`src/rtl/ewrapper_pkg.sv`:
```
// ---------------------------------------------------------------------------
// ewrapper_pkg
// Shared definitions for the two-requester emesh arbiter:
//   - arbiter state encoding
//   - 103-bit emesh packet layout (write, datamode, ctrlmode, dst, src, data)
//   - burst counter width / saturation value and legal BURST_MAX bounds
//   - saturating increment helper for the burst counter
// ---------------------------------------------------------------------------
package ewrapper_pkg;

  localparam int DATAMODE_W = 2;
  localparam int CTRLMODE_W = 4;
  localparam int ADDR_W     = 32;
  localparam int DATA_W     = 32;
  localparam int PKT_W      = 1 + DATAMODE_W + CTRLMODE_W + 2 * ADDR_W + DATA_W;

  localparam int BURST_MAX_MIN = 1;
  localparam int BURST_MAX_MAX = 15;

  localparam int              CNT_W   = 4;
  localparam logic [CNT_W-1:0] CNT_SAT = 4'd15;

  typedef enum logic [1:0] {
    ST_IDLE = 2'd0,
    ST_OWN0 = 2'd1,
    ST_OWN1 = 2'd2
  } arb_state_e;

  typedef struct packed {
    logic                  write;
    logic [DATAMODE_W-1:0] datamode;
    logic [CTRLMODE_W-1:0] ctrlmode;
    logic [ADDR_W-1:0]     dstaddr;
    logic [ADDR_W-1:0]     srcaddr;
    logic [DATA_W-1:0]     data;
  } emesh_pkt_t;

  // Burst counter never wraps; it sticks at CNT_SAT.
  function automatic logic [CNT_W-1:0] cnt_sat_inc(input logic [CNT_W-1:0] c);
    return (c == CNT_SAT) ? c : c + 4'd1;
  endfunction

endpackage

```
`src/rtl/ewrapper_emesh_arbiter_rr_grant.sv`:
```
// ---------------------------------------------------------------------------
// ewrapper_rr_grant
// Purely combinational grant selection for the two-requester arbiter.
// Ports:
//   state      in  current arbiter state (IDLE / OWN0 / OWN1)
//   cnt        in  consecutive grants given to the current owner
//   last_owner in  requester that won the most recent transfer
//   access0/1  in  requester packet-valid strobes
//   grant[1:0] out one-hot (or zero) grant; bit N selects requester N
// Grant does not consider slot occupancy; the top qualifies it with
// slot_free to form the actual accept.
// ---------------------------------------------------------------------------
module ewrapper_rr_grant
  import ewrapper_pkg::*;
#(
  parameter int unsigned BURST_MAX = 8
) (
  input  arb_state_e        state,
  input  logic [CNT_W-1:0]  cnt,
  input  logic              last_owner,
  input  logic              access0,
  input  logic              access1,
  output logic [1:0]        grant
);

  localparam logic [CNT_W-1:0] BURST_LIM = CNT_W'(BURST_MAX);

  always_comb begin
    grant = 2'b00;
    case (state)
      ST_IDLE: begin
        // Tie goes to whoever did not own the link last.
        if (access0 && access1) begin
          grant = last_owner ? 2'b01 : 2'b10;
        end else begin
          grant = {access1, access0};
        end
      end
      ST_OWN0: begin
        // Owner keeps the link until its burst budget is spent, but only
        // yields if the other side actually wants it.
        if (access0 && ((cnt < BURST_LIM) || !access1)) begin
          grant = 2'b01;
        end else if (access1) begin
          grant = 2'b10;
        end
      end
      ST_OWN1: begin
        if (access1 && ((cnt < BURST_LIM) || !access0)) begin
          grant = 2'b10;
        end else if (access0) begin
          grant = 2'b01;
        end
      end
      default: grant = 2'b00;
    endcase
  end

endmodule

```
`src/rtl/ewrapper_emesh_arbiter.sv`:
```
// ---------------------------------------------------------------------------
// ewrapper_emesh_arbiter
// Merges two emesh packet streams onto one link transmitter through a
// single registered output slot. Round-robin with a burst allowance of
// BURST_MAX consecutive transfers while the other side is waiting.
//
// Ports:
//   emesh_clk_inb            in   sole clock
//   reset                    in   synchronous active-high reset
//   reqN_access              in   requester N packet valid (held until accepted)
//   reqN_write/datamode/ctrlmode/dstaddr/srcaddr/data
//                            in   requester N packet fields
//   reqN_wr_wait/rd_wait     out  requester N stall (both = !accept_N)
//   emesh_*_outb             out  registered packet to the link transmitter
//   emesh_wr_wait_inb        in   link stall for write packets
//   emesh_rd_wait_inb        in   link stall for read packets
//
// state   | meaning
// --------+-----------------------------------------------------------
// IDLE    | no current owner; tie broken against last_owner
// OWN0    | requester 0 won the last accept; cnt counts its burst
// OWN1    | requester 1 won the last accept; cnt counts its burst
//
// The slot drains and refills in the same cycle, so a continuous stream
// moves one packet per cycle. The wait outputs are combinational from
// the link wait inputs through slot_free.
// ---------------------------------------------------------------------------
module ewrapper_emesh_arbiter
  import ewrapper_pkg::*;
#(
  parameter int unsigned BURST_MAX = 8
) (
  input  logic                  emesh_clk_inb,
  input  logic                  reset,

  input  logic                  req0_access,
  input  logic                  req0_write,
  input  logic [DATAMODE_W-1:0] req0_datamode,
  input  logic [CTRLMODE_W-1:0] req0_ctrlmode,
  input  logic [ADDR_W-1:0]     req0_dstaddr,
  input  logic [ADDR_W-1:0]     req0_srcaddr,
  input  logic [DATA_W-1:0]     req0_data,
  output logic                  req0_wr_wait,
  output logic                  req0_rd_wait,

  input  logic                  req1_access,
  input  logic                  req1_write,
  input  logic [DATAMODE_W-1:0] req1_datamode,
  input  logic [CTRLMODE_W-1:0] req1_ctrlmode,
  input  logic [ADDR_W-1:0]     req1_dstaddr,
  input  logic [ADDR_W-1:0]     req1_srcaddr,
  input  logic [DATA_W-1:0]     req1_data,
  output logic                  req1_wr_wait,
  output logic                  req1_rd_wait,

  output logic                  emesh_access_outb,
  output logic                  emesh_write_outb,
  output logic [DATAMODE_W-1:0] emesh_datamode_outb,
  output logic [CTRLMODE_W-1:0] emesh_ctrlmode_outb,
  output logic [ADDR_W-1:0]     emesh_dstaddr_outb,
  output logic [ADDR_W-1:0]     emesh_srcaddr_outb,
  output logic [DATA_W-1:0]     emesh_data_outb,
  input  logic                  emesh_wr_wait_inb,
  input  logic                  emesh_rd_wait_inb
);

  emesh_pkt_t        slot_q, slot_d;
  logic              slot_valid_q, slot_valid_d;
  arb_state_e        state_q, state_d;
  logic [CNT_W-1:0]  cnt_q, cnt_d;
  logic              last_owner_q, last_owner_d;

  emesh_pkt_t        req0_pkt;
  emesh_pkt_t        req1_pkt;
  logic              drain;
  logic              slot_free;
  logic [1:0]        grant;
  logic              accept0;
  logic              accept1;

  assign req0_pkt = {req0_write, req0_datamode, req0_ctrlmode,
                     req0_dstaddr, req0_srcaddr, req0_data};
  assign req1_pkt = {req1_write, req1_datamode, req1_ctrlmode,
                     req1_dstaddr, req1_srcaddr, req1_data};

  // The stall that matters depends on the kind of packet sitting in the slot.
  assign drain     = slot_valid_q &&
                     !(slot_q.write ? emesh_wr_wait_inb : emesh_rd_wait_inb);
  assign slot_free = !slot_valid_q || drain;

  ewrapper_rr_grant #(
    .BURST_MAX (BURST_MAX)
  ) u_grant (
    .state      (state_q),
    .cnt        (cnt_q),
    .last_owner (last_owner_q),
    .access0    (req0_access),
    .access1    (req1_access),
    .grant      (grant)
  );

  assign accept0 = grant[0] && slot_free;
  assign accept1 = grant[1] && slot_free;

  assign req0_wr_wait = !accept0;
  assign req0_rd_wait = !accept0;
  assign req1_wr_wait = !accept1;
  assign req1_rd_wait = !accept1;

  always_comb begin
    slot_d       = slot_q;
    slot_valid_d = slot_valid_q;
    state_d      = state_q;
    cnt_d        = cnt_q;
    last_owner_d = last_owner_q;

    if (accept0) begin
      slot_d       = req0_pkt;
      slot_valid_d = 1'b1;
      state_d      = ST_OWN0;
      last_owner_d = 1'b0;
      cnt_d        = (state_q == ST_OWN0) ? cnt_sat_inc(cnt_q) : 4'd1;
    end else if (accept1) begin
      slot_d       = req1_pkt;
      slot_valid_d = 1'b1;
      state_d      = ST_OWN1;
      last_owner_d = 1'b1;
      cnt_d        = (state_q == ST_OWN1) ? cnt_sat_inc(cnt_q) : 4'd1;
    end else begin
      if (drain) begin
        slot_valid_d = 1'b0;
      end
      // With room in the slot and still no accept, nobody is requesting:
      // drop ownership. A full slot freezes ownership and the burst count.
      if (slot_free) begin
        state_d = ST_IDLE;
        cnt_d   = '0;
      end
    end
  end

  always_ff @(posedge emesh_clk_inb) begin
    if (reset) begin
      slot_q       <= '0;
      slot_valid_q <= 1'b0;
      state_q      <= ST_IDLE;
      cnt_q        <= '0;
      last_owner_q <= 1'b1;
    end else begin
      slot_q       <= slot_d;
      slot_valid_q <= slot_valid_d;
      state_q      <= state_d;
      cnt_q        <= cnt_d;
      last_owner_q <= last_owner_d;
    end
  end

  assign emesh_access_outb   = slot_valid_q;
  assign emesh_write_outb    = slot_q.write;
  assign emesh_datamode_outb = slot_q.datamode;
  assign emesh_ctrlmode_outb = slot_q.ctrlmode;
  assign emesh_dstaddr_outb  = slot_q.dstaddr;
  assign emesh_srcaddr_outb  = slot_q.srcaddr;
  assign emesh_data_outb     = slot_q.data;

endmodule
```
`config.mk`:
```
export PLATFORM = sky130hd
export DESIGN_NAME = ewrapper_emesh_arbiter
export DESIGN_NICKNAME = d
export VERILOG_FILES = /design/src/rtl/ewrapper_pkg.sv /design/src/rtl/ewrapper_emesh_arbiter_rr_grant.sv /design/src/rtl/ewrapper_emesh_arbiter.sv
export SDC_FILE = /design/constraint.sdc
export NUM_CORES = 1
export LEC_CHECK = 0
export ABC_CLOCK_PERIOD_IN_PS = 2500
export BUFFER_PORTS_ARGS = -buffer_cell sky130_fd_sc_hd__buf_2
export CORE_MARGIN = 5
export CORE_UTILIZATION = 30
export DETAILED_ROUTE_END_ITERATION = 6
export PLACE_DENSITY = 0.71
export SYNTH_ARGS = -nofsm -noshare
export SYNTH_HDL_FRONTEND = slang
export SYNTH_SLANG_ARGS = --single-unit
```
`constraint.sdc`:
```
create_clock -name emesh_clk_inb -period 2.5 [get_ports emesh_clk_inb]
set_input_delay 0.5 -clock emesh_clk_inb [delete_from_list [all_inputs] [get_ports emesh_clk_inb]]
set_output_delay 0.5 -clock emesh_clk_inb [all_outputs]
set_load 0.1 [all_outputs]
```
Word level (Yosys, flattened, before mapping). Index checks and enable logic that the tools add are counted.

Output and inout port bits: 108. Word-level logic and storage cells: 61. Input port bits: 212. Register bits after elaboration: 111.

Order comparisons: 1. Add/sub/neg operators: 1. Reduce and logical (&&, ||, !) cells: 21. Mux-type cells: 24. Equal/unequal tests: 3.

Operator list (count): $mux W103 (2); $mux W4 (6); $mux W2 (7); $mux W1 (8); $logic_and A1 B1 Y1 (6); $logic_not A1 Y1 (6); $pmux W2 S3 (1); $reduce_bool A3 Y1 (2); $add A4 B1 Y4 const B (1); $eq A4 B4 Y1 const B (1); $lt A4 B4 Y1 const B (1); $reduce_bool A2 Y1 (2); $logic_or A1 B1 Y1 (3); $eq A2 B1 Y1 const B (1); $eq A2 B2 Y1 const B (1); $logic_not A2 Y1 (1); $reduce_or A2 Y1 (1).

Longest topological paths before layout.
Depth after elaboration: 8. Depth in mapped cells: 8. Mapped depth without buffers: 5.

Modules after synthesis. A second synthesis with hierarchy kept.

Cell total of the unflattened synthesis: 735. Area total of the unflattened synthesis: 5632.9 um^2.

By module, submodules not included: ewrapper_emesh_arbiter (cells an instance 723, times used 1, sequential area each 2222.1 um^2, area an instance 5561.6 um^2); ewrapper_rr_grant (cells an instance 12, times used 1, sequential area each 0.0 um^2, area an instance 71.3 um^2).

Worst setup path after synthesis. OpenSTA, ideal clock, no wires.

Path kind: flip-flop to output port. Start point: register slot_q, in the netlist emesh_write_outb. End point: output port req1_wr_wait. Buffers on the path: 2. Slack: -815 ps. Cell stages (with the launch flop): 6. Arrival time: 2815 ps. Required time: 2000 ps. Cell sequence: dfxtp_1 -> mux2_2 -> and2_1 -> clkbuf_1 -> a211o_1 -> buf_4.

Cells in the longest elaborated chain, start to end: 6.

Ends and longest elaborated chain: start: declaration (RTL line ewrapper_emesh_arbiter.sv:67) `emesh_pkt_t slot_q, slot_d;`; start signal: assignment (RTL line ewrapper_emesh_arbiter.sv:150) `slot_q <= slot_d;`; $mux W1 (RTL line ewrapper_emesh_arbiter.sv:88) `!(slot_q.write ? emesh_wr_wait_inb : emesh_rd_wait_inb);`; $logic_not A1 Y1 (RTL line ewrapper_emesh_arbiter.sv:88); $logic_and A1 B1 Y1 (RTL line ewrapper_emesh_arbiter.sv:87) `assign drain = slot_valid_q &&`; $logic_or A1 B1 Y1 (RTL line ewrapper_emesh_arbiter.sv:89) `assign slot_free = !slot_valid_q || drain;`; $logic_and A1 B1 Y1 (RTL line ewrapper_emesh_arbiter.sv:103) `assign accept1 = grant[1] && slot_free;`; $logic_not A1 Y1; end: declaration (RTL line ewrapper_emesh_arbiter.sv:53) `output logic req1_wr_wait,`.

Every way passes these cells.

Worst setup path after layout.
Start point: register cnt_q[3]. End point: output port req0_wr_wait.

Cells in the longest elaborated chain, start to end: 7. Elaborated cells between the ends (all ways): 10. Classes of those cells: order compare (1); mux (3); reduce/logical (6).

Ends and longest elaborated chain: start: declaration (RTL line ewrapper_emesh_arbiter.sv:70) `logic [CNT_W-1:0] cnt_q, cnt_d;`; start signal: assignment (RTL line ewrapper_emesh_arbiter.sv:153) `cnt_q <= cnt_d;`; $lt A4 B4 Y1 * (RTL line ewrapper_emesh_arbiter_rr_grant.sv:42, ewrapper_emesh_arbiter_rr_grant.sv:49); $logic_or A1 B1 Y1, on equally long branches (RTL line ewrapper_emesh_arbiter_rr_grant.sv:49, ewrapper_emesh_arbiter_rr_grant.sv:42); $logic_and A1 B1 Y1, on equally long branches (RTL line ewrapper_emesh_arbiter_rr_grant.sv:49, ewrapper_emesh_arbiter_rr_grant.sv:42); $mux W2, on equally long branches (RTL line ewrapper_emesh_arbiter_rr_grant.sv:49, ewrapper_emesh_arbiter_rr_grant.sv:42); $pmux W2 S3 * (RTL line ewrapper_emesh_arbiter_rr_grant.sv:30) `case (state)`; $logic_and A1 B1 Y1 * (RTL line ewrapper_emesh_arbiter.sv:102) `assign accept0 = grant[0] && slot_free;`; $logic_not A1 Y1 * (RTL line ewrapper_emesh_arbiter.sv:105) `assign req0_wr_wait = !accept0;`; end: declaration (RTL line ewrapper_emesh_arbiter.sv:43) `output logic req0_wr_wait,`.

Mark *: on every way between the ends. The rest lies on a longest branch, timed or not.

==> impl_metrics.json <==
{
  "cp-start-kind": "register",
  "grt_pass1_vias": 5584,
  "cts_tree": "built",
  "numCtsBuffers": 9,
  "fp.dieW_um": 144,
  "path_depth": 5,
  "worstSetupEndpoint": "req0_wr_wait",
  "p_sw_mw": 2.92,
  "worst_ep_arrival_time_ps": 1920,
  "ys_ff_latch": 111,
  "crit_start": "cnt_q[3]$_SDFFE_PP0P_",
  "netlist_area_um2": 5380,
  "path_max_fanout": 9,
  "slew_violations": 0,
  "slowest_delay_ps": 400,
  "cp.required_ps": 2000,
  "post_drt_via_cell_ratio": 5.11,
  "irDropWorstVdd_v": 0.000649,
  "setup_viol": 0,
  "clkPwrFrac": 0.233,
  "finish.utilization": 0.417,
  "ys_seq_area_frac": 0.413,
  "fp.dieH_um": 144,
  "critical_path.top_delay_family": "flip-flops",
  "timing.fmax_ghz": 0.413,
  "cts.sinks": 111,
  "grt_usage": 0.168,
  "grt_antenna_before_repair": 1,
  "place.port_buffers": 319,
  "power.leakage_nw": 3.33,
  "fillCellCount": 1801,
  "fin_skew_ps": 14.2,
  "slew_headroom": 0.652,
  "p_seq_frac": 0.339,
  "rsz0062_at_grt": "no",
  "rrSetupSlack_ps": 350,
  "wl_um": 18600,
  "clk_pin_slew_ps": 80,
  "area_growth_pct": 38.0,
  "p_comb_frac": 0.428,
  "rows": 49,
  "reg2regPathDepth": 5,
  "cp_num_buf_inv": 2,
  "start_util": 0.302,
  "syn_area_per_cell_um2": 8.21,
  "holdBufCountCts": 0,
  "ant_nets": 0,
  "hold_viol_final": 0,
  "yosys_warnings": 0,
  "p_sw_frac": 0.474,
  "internal-power_mw": 3.24,
  "clock_latency_ps": 350,
  "cpMaxStageDelayCell": "dfxtp_4",
  "grt-ovfl-total": 0,
  "grt_pass1_wl_um": 28400,
  "worst_setup_path_end_kind": "output pin",
  "postCtsSetupRepairBufs": 0,
  "diodes": 0,
  "grt_max_degree": 106,
  "worstSetupPathType": "register to output pin",
  "layout-drive-gt1-share": 0.401,
  "place_hpwl_um": 13000,
  "ys_types": 39,
  "drcViolationCount": 0,
  "core_um2": 17800,
  "fp.dieArea_um2": 20700,
  "cts_buffer_depth": 2,
  "holdCritPathClass": "primary input to register",
  "worstMarginPinSlew_ps": 522,
  "fin_crit_ps": 2420,
  "synth_nets": 868,
  "fin_crit_sh": 0.969,
  "outcome": "finished clean",
  "rr_endpoint": "emesh_data_outb[3]$_SDFFE_PP0P_",
  "dr_total_vias": 5922,
  "multi_input_area_um2": 2410,
  "netlist_instances": 655,
  "maxCapViolCount": 0,
  "powerDensity_nw_per_um2": 829,
  "fin_setup_tns_ps": 0,
  "drtIter0Drc": 282,
  "ctsHtreeMaxLevel": 3,
  "first_pass_iters": 5,
  "crit_chain": "mux2_4, a221oi_4, and2_4, inv_4, buf_4",
  "nets": 1138,
  "seqCellArea_um2": 2230,
  "place_congestion": 0.815,
  "wl_per_cell_um": 16.1,
  "io_pins": 320,
  "cts-root-buf": "clkbuf_16",
  "r2r-start": "cnt_q[3]$_SDFFE_PP0P_"
}
sequential cells by signal (all words and copies together) (netlist names):
name                 flops
cnt_q                    4
emesh_access_outb        1
emesh_ctrlmode_outb      4
emesh_data_outb         32
emesh_datamode_outb      2
emesh_dstaddr_outb      32
emesh_srcaddr_outb      32
emesh_write_outb         1
last_owner_q             1
state_q                  2
power groups by stage:
stage	logic (mW)	registers [mW]	clock network, mW
2_1_floorplan	0.682	3.55	0
3_3_place_gp	2.62	2.12	0
3_5_place_dp	2.63	2.13	0
4_1_cts	2.63	2.09	1.49
5_1_grt	2.76	2.11	1.56
6_report	2.63	2.09	1.43
stage by stage:
step	cell area, um2	instances	hold slack (ps)	setup slack (ps)	total power, mW
final	7420	1159	381	77.8	6.15
after global placement	7120	1143	499	261	4.74
after floorplan	5390	655	483	-89.1	4.24
after CTS	7410	1159	362	-40.4	6.21
after detailed placement	7120	1143	503	256	4.76
after global routing	7420	1159	373	9.61	6.43
how the worst min path moves through the flow:
stage | endpoint | cells after the start | startpoint | slack [ps]
after floorplan | cnt_q[1]$_SDFFE_PP0P_ | 2 | cnt_q[1]$_SDFFE_PP0P_ | 480
after global placement | emesh_srcaddr_outb[2]$_SDFFE_PP0P_ | 2 | emesh_srcaddr_outb[2]$_SDFFE_PP0P_ | 500
after detailed placement | emesh_srcaddr_outb[9]$_SDFFE_PP0P_ | 2 | emesh_srcaddr_outb[9]$_SDFFE_PP0P_ | 500
after CTS | emesh_dstaddr_outb[26]$_SDFFE_PP0P_ | 3 | req0_dstaddr[26] | 360
after global routing | emesh_dstaddr_outb[23]$_SDFFE_PP0P_ | 3 | req0_dstaddr[23] | 370
final | emesh_dstaddr_outb[23]$_SDFFE_PP0P_ | 3 | req0_dstaddr[23] | 380
layout make-up:
| cell class | count | area share |
|---|---|---|
| clock inverters | 4 | 0.00472 |
| inverters | 106 | 0.0540 |
| flip-flops and latches | 111 | 0.301 |
| multi-input cells | 363 | 0.324 |
| repair buffers | 334 | 0.243 |
| well taps | 229 | 0.0386 |
| clock buffers | 12 | 0.0346 |
routing by layer:
| metal | wire [um] | GRT usage | vias up | share of wire |
|---|---|---|---|---|
| met5 | 13 | 0 | - | 0.00070 |
| met4 | 333 | 0.0560 | 2 | 0.018 |
| met3 | 1900 | 0.0469 | 29 | 0.10 |
| met2 | 8880 | 0.283 | 243 | 0.48 |
| met1 | 7510 | 0.206 | 2726 | 0.40 |
| li1 | - | - | 2922 | - |
cell usage after synthesis:
master,n,area share
dfxtp_1,111,0.41
nand2_1,110,0.077
inv_1,105,0.073
nand4_1,105,0.12
o221ai_1,93,0.15
clkbuf_1,37,0.026
buf_2,23,0.021
o221ai_2,10,0.028
a21oi_1,7,0.0065
buf_6,7,0.015
buf_1,5,0.0035
a31oi_1,4,0.0047
and2_1,3,0.0035
buf_4,3,0.0042
nand3b_1,3,0.0042
and3_1,2,0.0023
nand2b_1,2,0.0023
nor3_1,2,0.0019
o21ai_0,2,0.0019
o2bb2ai_1,2,0.0033
a2111oi_0,1,0.0016
a211o_1,1,0.0016
a211oi_4,1,0.0037
a21boi_1,1,0.0014
a21o_1,1,0.0014
a221oi_4,1,0.0049
a2bb2oi_1,1,0.0016
and3b_1,1,0.0016
and4b_1,1,0.0019
ha_1,1,0.0023
inv_2,1,0.00070
mux2_2,1,0.0021
mux2_4,1,0.0028
mux2i_1,1,0.0019
nand3_1,1,0.00093
nor2_1,1,0.00070
nor2b_1,1,0.0012
o32ai_1,1,0.0016
or2_2,1,0.0012
worst reg2reg max path, delay by kind of cell (launching register included):
family	cells	cell delay (ps)
compound gates	2	630
buf+inv	1	410
flops	1	400
mux	1	330
simple gates	1	230
layout by cell type, fill, tap and decap left out, types with 2 or more instances in the layout:
master,instances
buf_2,317
clkbuf_16,9
and2_1,2
o2bb2ai_1,2
buf_4,10
dfxtp_1,107
o21ai_0,2
o221ai_2,10
a21oi_1,7
a31oi_1,4
and3_1,2
inv_1,105
o221ai_1,93
nand3b_1,3
dfxtp_4,3
nand2_1,110
buf_12,7
nor3_1,2
inv_6,3
nand4_1,105
clkbuf_8,2
cells by family (layout without fill, tap and decap cells):
| logic type | after synthesis | in the layout | share of synthesized area |
|---|---|---|---|
| buf+inv | 181 | 456 | 0.144 |
| fa+ha+maj | 1 | 1 | 0.00233 |
| flops | 111 | 111 | 0.413 |
| simple gates | 233 | 233 | 0.221 |
| mux | 3 | 3 | 0.00675 |
| compound gates | 126 | 126 | 0.214 |
repair_timing:
item                       CTS  global route
setup endpoints to repair    4             4
resized for setup            1             6
pin swaps                    0             0
(Power assumes the default switching activity.)
